`src/rtl/endian_stream_pkg.sv`:
```
// Shared types and helpers for the endian swap stream: swap modes, lane sizes,
// and a generic in-lane element reverse used for both data bytes and keep bits.
package endian_stream_pkg;

  typedef enum logic [1:0] {
    PASS   = 2'd0,
    SWAP16 = 2'd1,
    SWAP32 = 2'd2,
    SWAP64 = 2'd3
  } mode_t;

  localparam int unsigned LANE16_BYTES   = 2;
  localparam int unsigned LANE32_BYTES   = 4;
  localparam int unsigned LANE64_BYTES   = 8;
  localparam int unsigned MAX_DATA_WIDTH = 512;
  localparam int unsigned IDX_W          = 9;

  // Reverses elem_bits-wide elements inside each lane of lane_elems elements.
  // Bytes use elem_bits=8, keep bits use elem_bits=1, so both see one permutation.
  function automatic logic [MAX_DATA_WIDTH-1:0] lane_reverse(
    input logic [MAX_DATA_WIDTH-1:0] vec,
    input int unsigned               elem_bits,
    input int unsigned               n_elems,
    input int unsigned               lane_elems
  );
    logic [MAX_DATA_WIDTH-1:0] r;
    int unsigned               src;
    r = vec;
    for (int unsigned i = 0; i < n_elems; i++) begin
      src = (i / lane_elems) * lane_elems + (lane_elems - 1 - (i % lane_elems));
      for (int unsigned b = 0; b < elem_bits; b++) begin
        r[IDX_W'(i * elem_bits + b)] = vec[IDX_W'(src * elem_bits + b)];
      end
    end
    return r;
  endfunction

endpackage

```
`src/rtl/endian_skid_buf.sv`:
```
// Output register plus one-entry skid register; in_ready is registered and
// reflects only skid occupancy, so there is no combinational path from out_ready.
module endian_skid_buf #(
  parameter int unsigned WIDTH = 8
) (
  input  logic             clk,
  input  logic             rst_n,
  input  logic [WIDTH-1:0] in_data,
  input  logic             in_valid,
  output logic             in_ready,
  output logic [WIDTH-1:0] out_data,
  output logic             out_valid,
  input  logic             out_ready
);

  logic [WIDTH-1:0] out_q, out_q_nxt;
  logic [WIDTH-1:0] skid_q, skid_q_nxt;
  logic             out_v, out_v_nxt;
  logic             skid_v, skid_v_nxt;
  logic             rdy_q;
  logic             in_fire;

  always_comb begin
    out_q_nxt  = out_q;
    out_v_nxt  = out_v;
    skid_q_nxt = skid_q;
    skid_v_nxt = skid_v;
    in_fire    = in_valid & rdy_q;
    if (out_ready || !out_v) begin
      // rdy_q is low whenever the skid holds a beat, so no new beat races it
      if (skid_v) begin
        out_q_nxt  = skid_q;
        out_v_nxt  = 1'b1;
        skid_v_nxt = 1'b0;
      end else begin
        out_v_nxt = in_fire;
        if (in_fire) out_q_nxt = in_data;
      end
    end else if (in_fire) begin
      skid_q_nxt = in_data;
      skid_v_nxt = 1'b1;
    end
  end

  always_ff @(posedge clk) begin
    if (!rst_n) begin
      out_q  <= '0;
      out_v  <= 1'b0;
      skid_q <= '0;
      skid_v <= 1'b0;
      rdy_q  <= 1'b1;
    end else begin
      out_q  <= out_q_nxt;
      out_v  <= out_v_nxt;
      skid_q <= skid_q_nxt;
      skid_v <= skid_v_nxt;
      rdy_q  <= ~skid_v_nxt;
    end
  end

  assign in_ready  = rdy_q;
  assign out_data  = out_q;
  assign out_valid = out_v;

endmodule

```
`src/rtl/endian_swap_stream.sv`:
```
// AXI-stream byte-order swapper: per-packet mode, in-lane byte reverse of data
// and keep, one-cycle latency through a skid-buffered output stage.
module endian_swap_stream
  import endian_stream_pkg::*;
#(
  parameter int unsigned DATA_WIDTH = 256,
  parameter int unsigned KEEP_WIDTH = DATA_WIDTH / 8
) (
  input  logic                  clk,
  input  logic                  rst_n,
  input  logic [1:0]            mode_i,
  input  logic [DATA_WIDTH-1:0] s_tdata,
  input  logic [KEEP_WIDTH-1:0] s_tkeep,
  input  logic                  s_tlast,
  input  logic                  s_tvalid,
  output logic                  s_tready,
  output logic [DATA_WIDTH-1:0] m_tdata,
  output logic [KEEP_WIDTH-1:0] m_tkeep,
  output logic                  m_tlast,
  output logic                  m_tvalid,
  input  logic                  m_tready,
  output logic [31:0]           pkt_cnt
);

  localparam int unsigned PAYLOAD_W = DATA_WIDTH + KEEP_WIDTH + 1;

  logic                      first_beat;
  mode_t                     pkt_mode;
  mode_t                     eff_mode;
  logic                      s_fire;
  logic [MAX_DATA_WIDTH-1:0] data_ext, keep_ext;
  logic [MAX_DATA_WIDTH-1:0] data_sw, keep_sw;
  logic [PAYLOAD_W-1:0]      pl_in, pl_out;
  logic [31:0]               pkt_cnt_q;

  assign s_fire = s_tvalid & s_tready;

  // The first beat of a packet uses mode_i live; later beats use the latched copy
  always_comb begin
    eff_mode = first_beat ? mode_t'(mode_i) : pkt_mode;
  end

  always_ff @(posedge clk) begin
    if (!rst_n) begin
      first_beat <= 1'b1;
      pkt_mode   <= PASS;
    end else if (s_fire) begin
      if (first_beat) pkt_mode <= mode_t'(mode_i);
      first_beat <= s_tlast;
    end
  end

  always_comb begin
    data_ext                   = '0;
    data_ext[DATA_WIDTH-1:0]   = s_tdata;
    keep_ext                   = '0;
    keep_ext[KEEP_WIDTH-1:0]   = s_tkeep;
    data_sw                    = data_ext;
    keep_sw                    = keep_ext;
    case (eff_mode)
      SWAP16: begin
        data_sw = lane_reverse(data_ext, 8, KEEP_WIDTH, LANE16_BYTES);
        keep_sw = lane_reverse(keep_ext, 1, KEEP_WIDTH, LANE16_BYTES);
      end
      SWAP32: begin
        data_sw = lane_reverse(data_ext, 8, KEEP_WIDTH, LANE32_BYTES);
        keep_sw = lane_reverse(keep_ext, 1, KEEP_WIDTH, LANE32_BYTES);
      end
      SWAP64: begin
        data_sw = lane_reverse(data_ext, 8, KEEP_WIDTH, LANE64_BYTES);
        keep_sw = lane_reverse(keep_ext, 1, KEEP_WIDTH, LANE64_BYTES);
      end
      default: begin
        data_sw = data_ext;
        keep_sw = keep_ext;
      end
    endcase
    pl_in = {s_tlast, keep_sw[KEEP_WIDTH-1:0], data_sw[DATA_WIDTH-1:0]};
  end

  endian_skid_buf #(
    .WIDTH(PAYLOAD_W)
  ) u_skid (
    .clk      (clk),
    .rst_n    (rst_n),
    .in_data  (pl_in),
    .in_valid (s_tvalid),
    .in_ready (s_tready),
    .out_data (pl_out),
    .out_valid(m_tvalid),
    .out_ready(m_tready)
  );

  assign m_tdata = pl_out[DATA_WIDTH-1:0];
  assign m_tkeep = pl_out[DATA_WIDTH +: KEEP_WIDTH];
  assign m_tlast = pl_out[PAYLOAD_W-1];

  always_ff @(posedge clk) begin
    if (!rst_n) begin
      pkt_cnt_q <= '0;
    end else if (m_tvalid && m_tready && m_tlast) begin
      pkt_cnt_q <= pkt_cnt_q + 32'd1;
    end
  end

  assign pkt_cnt = pkt_cnt_q;

endmodule

```
`config.mk`:
```
export PLATFORM = sky130hd
export DESIGN_NAME = endian_swap_stream
export DESIGN_NICKNAME = d
export VERILOG_FILES = /design/src/rtl/endian_stream_pkg.sv /design/src/rtl/endian_skid_buf.sv /design/src/rtl/endian_swap_stream.sv
export SDC_FILE = /design/constraint.sdc
export NUM_CORES = 2
export LEC_CHECK = 0
export CAP_MARGIN = 10
export CORE_MARGIN = 4
export CORE_UTILIZATION = 35
export CTS_CLUSTER_DIAMETER = 100
export DETAILED_ROUTE_END_ITERATION = 16
export SLEW_MARGIN = 20
export SYNTH_ARGS = -nofsm -noshare
export SYNTH_HDL_FRONTEND = slang
export SYNTH_SLANG_ARGS = --single-unit
```
`constraint.sdc`:
```
create_clock -name clk -period 3.2 [get_ports clk]
set_input_delay 0.48 -clock clk [delete_from_list [all_inputs] [get_ports clk]]
set_output_delay 0.48 -clock clk [all_outputs]
set_load 0.02 [all_outputs]
```
# After elaboration in Yosys (flattened, before gate mapping)
# Cells that the tools add are included.
[word_totals] mem_bits_ro=0 n_memories=0 ram_bits=0 latch_bits=0 regBits=616 in_bits=295 output_inout_bits=323
[classes] magnitude_cmp=0 n_addsub=1 bitwise=3 shifts=0 multipliers=0 n_mux=8 eq_ne=3 reduce_logical=7 div=0
[op_table] operator="$pmux W256 S3" count=1
[op_table] operator="$mux W289" count=2
[op_table] operator="$pmux W32 S3" count=1
[op_table] operator="$add A32 B1 Y32 const B" count=1
[op_table] operator="$eq A2 B2 Y1 const B" count=2
[op_table] operator="$reduce_and A2 Y1" count=2
[op_table] operator="$mux W1" count=3
[op_table] operator="$eq A2 B1 Y1 const B" count=1
[op_table] operator="$logic_and A1 B1 Y1" count=2
[op_table] operator="$mux W2" count=1
[op_table] operator="$not A1 Y1" count=2
[op_table] operator="$reduce_bool A2 Y1" count=1
[op_table] operator="$and A1 B1 Y1" count=1
[op_table] operator="$logic_not A1 Y1" count=1
[op_table] operator="$logic_or A1 B1 Y1" count=1

# Longest topological paths before layout
[logic_depth] ltp_word=5 depth_mapped=9

# Modules after synthesis
# From an unflattened synthesis, not the netlist that was laid out.
[hier_totals] hier_cells=3132 hier_area_um2=33278.2
[by_module_without_submodules] module="endian_skid_buf" area_per_inst_um2=24733.7 n_inst=1 cells_per_inst=2580 seq_area_each_um2=11631.2
[by_module_without_submodules] module="endian_swap_stream" area_per_inst_um2=8544.4 n_inst=1 cells_per_inst=552 seq_area_each_um2=700.7

# Least setup slack after synthesis
# OpenSTA, ideal clock, no wires.
[synth_path] path_kind="input -> register" from="input port mode_i[0]" to="register u_skid.skid_q[156]" cell_stages=6 path_buffers=3 slack_ns=1.163 arrival_ns=1.921 path_cell_list="mux2i_1 buf_2 buf_2 buf_2 mux4_2 a22o_1"
[synth_between] elab_chain_cells=3
[synth_rtl] item="start, declared" line="endian_swap_stream.sv:11" text="input logic [1:0] mode_i,"
[synth_rtl] item="$mux W2 (*)"
[synth_rtl] item="$eq A2 B2 Y1 / $eq A2 B1 Y1 (equally long branches)" line="endian_swap_stream.sv:60" text="case (eff_mode)"
[synth_rtl] item="$pmux W256 S3 (*)" line="endian_swap_stream.sv:60"
[synth_rtl] item="end signal, assigned" line="endian_skid_buf.sv:55" text="skid_q <= skid_q_nxt;"
[synth_rtl] item="end, declared" line="endian_skid_buf.sv:17" text="logic [WIDTH-1:0] skid_q, skid_q_nxt;"
# Every way passes the cells marked *; elsewhere a longest branch is shown, timed or not.
# A chain may end at the register's enable or synchronous reset.

# Worst setup path in the final report
[layout_path] from="register first_beat" to="register u_skid.skid_q[71]"
[layout_between] elab_chain_cells=3
[layout_rtl] item="start, declared" line="endian_swap_stream.sv:27" text="logic first_beat;"
[layout_rtl] item="start signal, assigned" line="endian_swap_stream.sv:49" text="first_beat <= s_tlast;"
[layout_rtl] item="$mux W2 (*)"
[layout_rtl] item="$eq A2 B2 Y1 / $eq A2 B1 Y1 (equally long branches)" line="endian_swap_stream.sv:60"
[layout_rtl] item="$pmux W256 S3 (*)" line="endian_swap_stream.sv:60"
# Marks and branches as above.

==> flow_summary.yaml <==
floorplan:
  ios: 618
  dieArea_mm2: 0.0889
  core_mm2: 0.0836
  start_util_pct: 35.3
  die_w_um: 298
  die_y_um: 298
  rows: 106
finish:
  final_common_cell: "clkdlybuf4s50_1"
  nNetsFinal: 3563
  drive_above_1_share_pct: 14.2
  instances_no_fill: 4413
  final_cell_mix: "clkdlybuf4s50_1 (616), dfxtp_1 (615), nand3_1 (588)"
  area_growth_pct: 32.5
logic_synthesis:
  yosysWarningCount: 0
  syn-cell-area_mm2: 0.0295
  ys_types: 39
  netlist_instances: 2838
  synthArstFlopShare_pct: 0
  synth.ff_latch_count: 616
  synthFlopType: "dfxtp_1"
  synth.yosys.seq_area_share_pct: 41.9
  synth_edf_count: 0
  avgSynthCellArea_um2: 10.4
  syn_nets: 3134
grt:
  grt_max_degree: 222
  grtUsageMet2_pct: 39.2
  use_met3_pct: 5.95
  grt_pass1_vias: 25800
  gr-total-overflow: 0
  grt_busiest_layer: "met2"
  antenna_found_initial: 24
  grt_pass1_wl_um: 168000
  gr-usage-met1_pct: 31.2
  grt_usage_pct: 24.0
cts:
  cts_resized: 0
  htreeDepth: 3
  root_buffer: "clkbuf_16"
  cts_tree: "done"
  cts_buffer_depth: 3
  clkLatencyLatePin_ps: 610
  cts_setup_buffers: 0
  cts_made_buffers: 74
  clkTransAtPathRegs_ps: 60
  holdBufCountCts: 0
  cts.sinks: 616
sta:
  finalSetupTns_ps: 0
  setup_viol: 0
  hold_slack_ps: 235
  fin_crit_ps: 2410
  relSlewSlack_pct: 26.6
  worst_slew_pin_slew_ps: 1100
  rsz0062_at_grt: "no"
  slew_violations: 0
  fin_ws_ps: 792
  min_period_over_period_pct: 75.2
  final-hold-violation-count: 0
  finClkSkew_ps: 34.9
  fmax_mhz: 415
run:
  cap_violations: 0
route:
  dr.pass1.iters: 5
  wl_um: 112000
  drc: 0
  wl_per_cell_um: 25.3
  drtIter0Drc: 2269
  via_per_inst: 6.10
  ant_nets: 0
  dr_total_vias: 26900
pwr:
  peakVddDrop_mv: 0.421
  power_density_mw_per_mm2: 544
  p_leak_nw: 14.2
placement:
  hpwl_um: 73900
  port_buffers: 617
  dpl.cell_count: 4271
  place.gp.congestion: 0.896
  pre_cts_ws_ps: 486
critical_path:
  required_ps: 3700
  crit_type: "reg -> reg"
  crit_arrival_ps: 2910
  worstPathMaxFanout: 43
  r2r-end: "u_skid.skid_q[71]$_SDFFE_PN0P_"
  worstRegToRegCells: 5
  r2r_start: "first_beat$_SDFFE_PN1P_"
  start_kind: "flip-flop"
  r2r_slack_ps: 790
  critPathCaptureType: "flip-flop"
hold_path:
  min_delay_path_depth: 3
  min_from: "rst_n"
  hold_class: "in -> reg"
  hold_path_end: "u_skid.out_data[287]$_SDFFE_PN0P_"
status:
  status: "finished clean"
[worst max-delay path by stage]
| stage | slack [ps] | depth (start not counted) | endpoint | start |
|---|---|---|---|---|
| detailed placement | 490 | 6 | u_skid.skid_q[164]$_SDFFE_PN0P_ | mode_i[0] |
| floorplan | 1160 | 6 | u_skid.skid_q[156]$_SDFFE_PN0P_ | mode_i[0] |
| global route | 690 | 5 | u_skid.skid_q[193]$_SDFFE_PN0P_ | first_beat$_SDFFE_PN1P_ |
| finish | 790 | 5 | u_skid.skid_q[71]$_SDFFE_PN0P_ | first_beat$_SDFFE_PN1P_ |
| global placement | 500 | 7 | u_skid.out_data[88]$_SDFFE_PN0P_ | s_tvalid |
| CTS | 780 | 1 | m_tdata[180] | u_skid.out_data[180]$_SDFFE_PN0P_ |
[cell type report]
cell class,count,area (um2)
antenna,16,40.0
clock buffer,110,2160
clock inverter,16,203
fill,7729,44500
inverter,6,22.5
multi-input combinational,1887,15800
sequential,616,12300
tap,1080,1350
timing repair buffer,682,7120
[per-stage QoR]
step	instance area (um2)	power [mW]	util, %
floorplan	29500	11.0	-
global placement	36600	13.0	43.8
detailed placement	36600	13.0	43.8
CTS	39000	21.4	46.7
global route	39000	22.0	46.7
finish	39000	21.2	46.7
[layer usage]
layer | routed length [um] | vias to the layer above
li1 | - | 11900
met1 | 45000 | 13600
met2 | 53900 | 1224
met3 | 9220 | 177
met4 | 3560 | 14
met5 | 103 | -
[synth_stat cells, drive strengths merged, types with 9 or more instances]
cell / instances / area [um2]
nand3: 588 / 2940
dfxtp: 616 / 12300
nand2: 308 / 1160
nor2: 26 / 97.6
buf: 119 / 591
a21oi: 16 / 80.1
a22o: 288 / 2520
clkbuf: 210 / 788
nand4: 295 / 1860
xnor2: 12 / 105
or3: 9 / 61.3
mux4: 288 / 6490
[power by group]
part	internal [mW]	leakage [nW]	switching, mW	total [mW]
Sequential	8.14	5.03	0.315	8.45
Combinational	2.05	8.05	2.40	4.44
Clock	4.92	1.16	3.42	8.33
[flip-flops by register name, summed over array words and instances (netlist names)]
| signal | cells |
|---|---|
| pkt_cnt | 32 |
| u_skid.out_valid | 1 |
| pkt_mode | 2 |
| u_skid.skid_v | 1 |
| first_beat | 1 |
| u_skid.skid_q | 289 |
| u_skid.out_data | 289 |
| u_skid.in_ready | 1 |
[worst max-delay path: stages, from the launching register on]
cell and delay (ps):
dfxtp_1 510, mux2i_4 360, buf_12 250, buf_12 290
mux4_2 610, a22o_1 200
[kinds of logic after synthesis]
| kind of cell | count (synthesis) | share of synthesized area [%] |
|---|---|---|
| DFF | 616 | 41.9 |
| AOI/OAI and AO/OA | 319 | 9.15 |
| and+or+nand+nor | 1256 | 21.5 |
| xor gates and xnor gates | 17 | 0.505 |
| muxes | 294 | 22.2 |
| adders and majority gates | 1 | 0.0425 |
| buffers and inverters | 335 | 4.76 |
(Power assumes the default switching activity.)
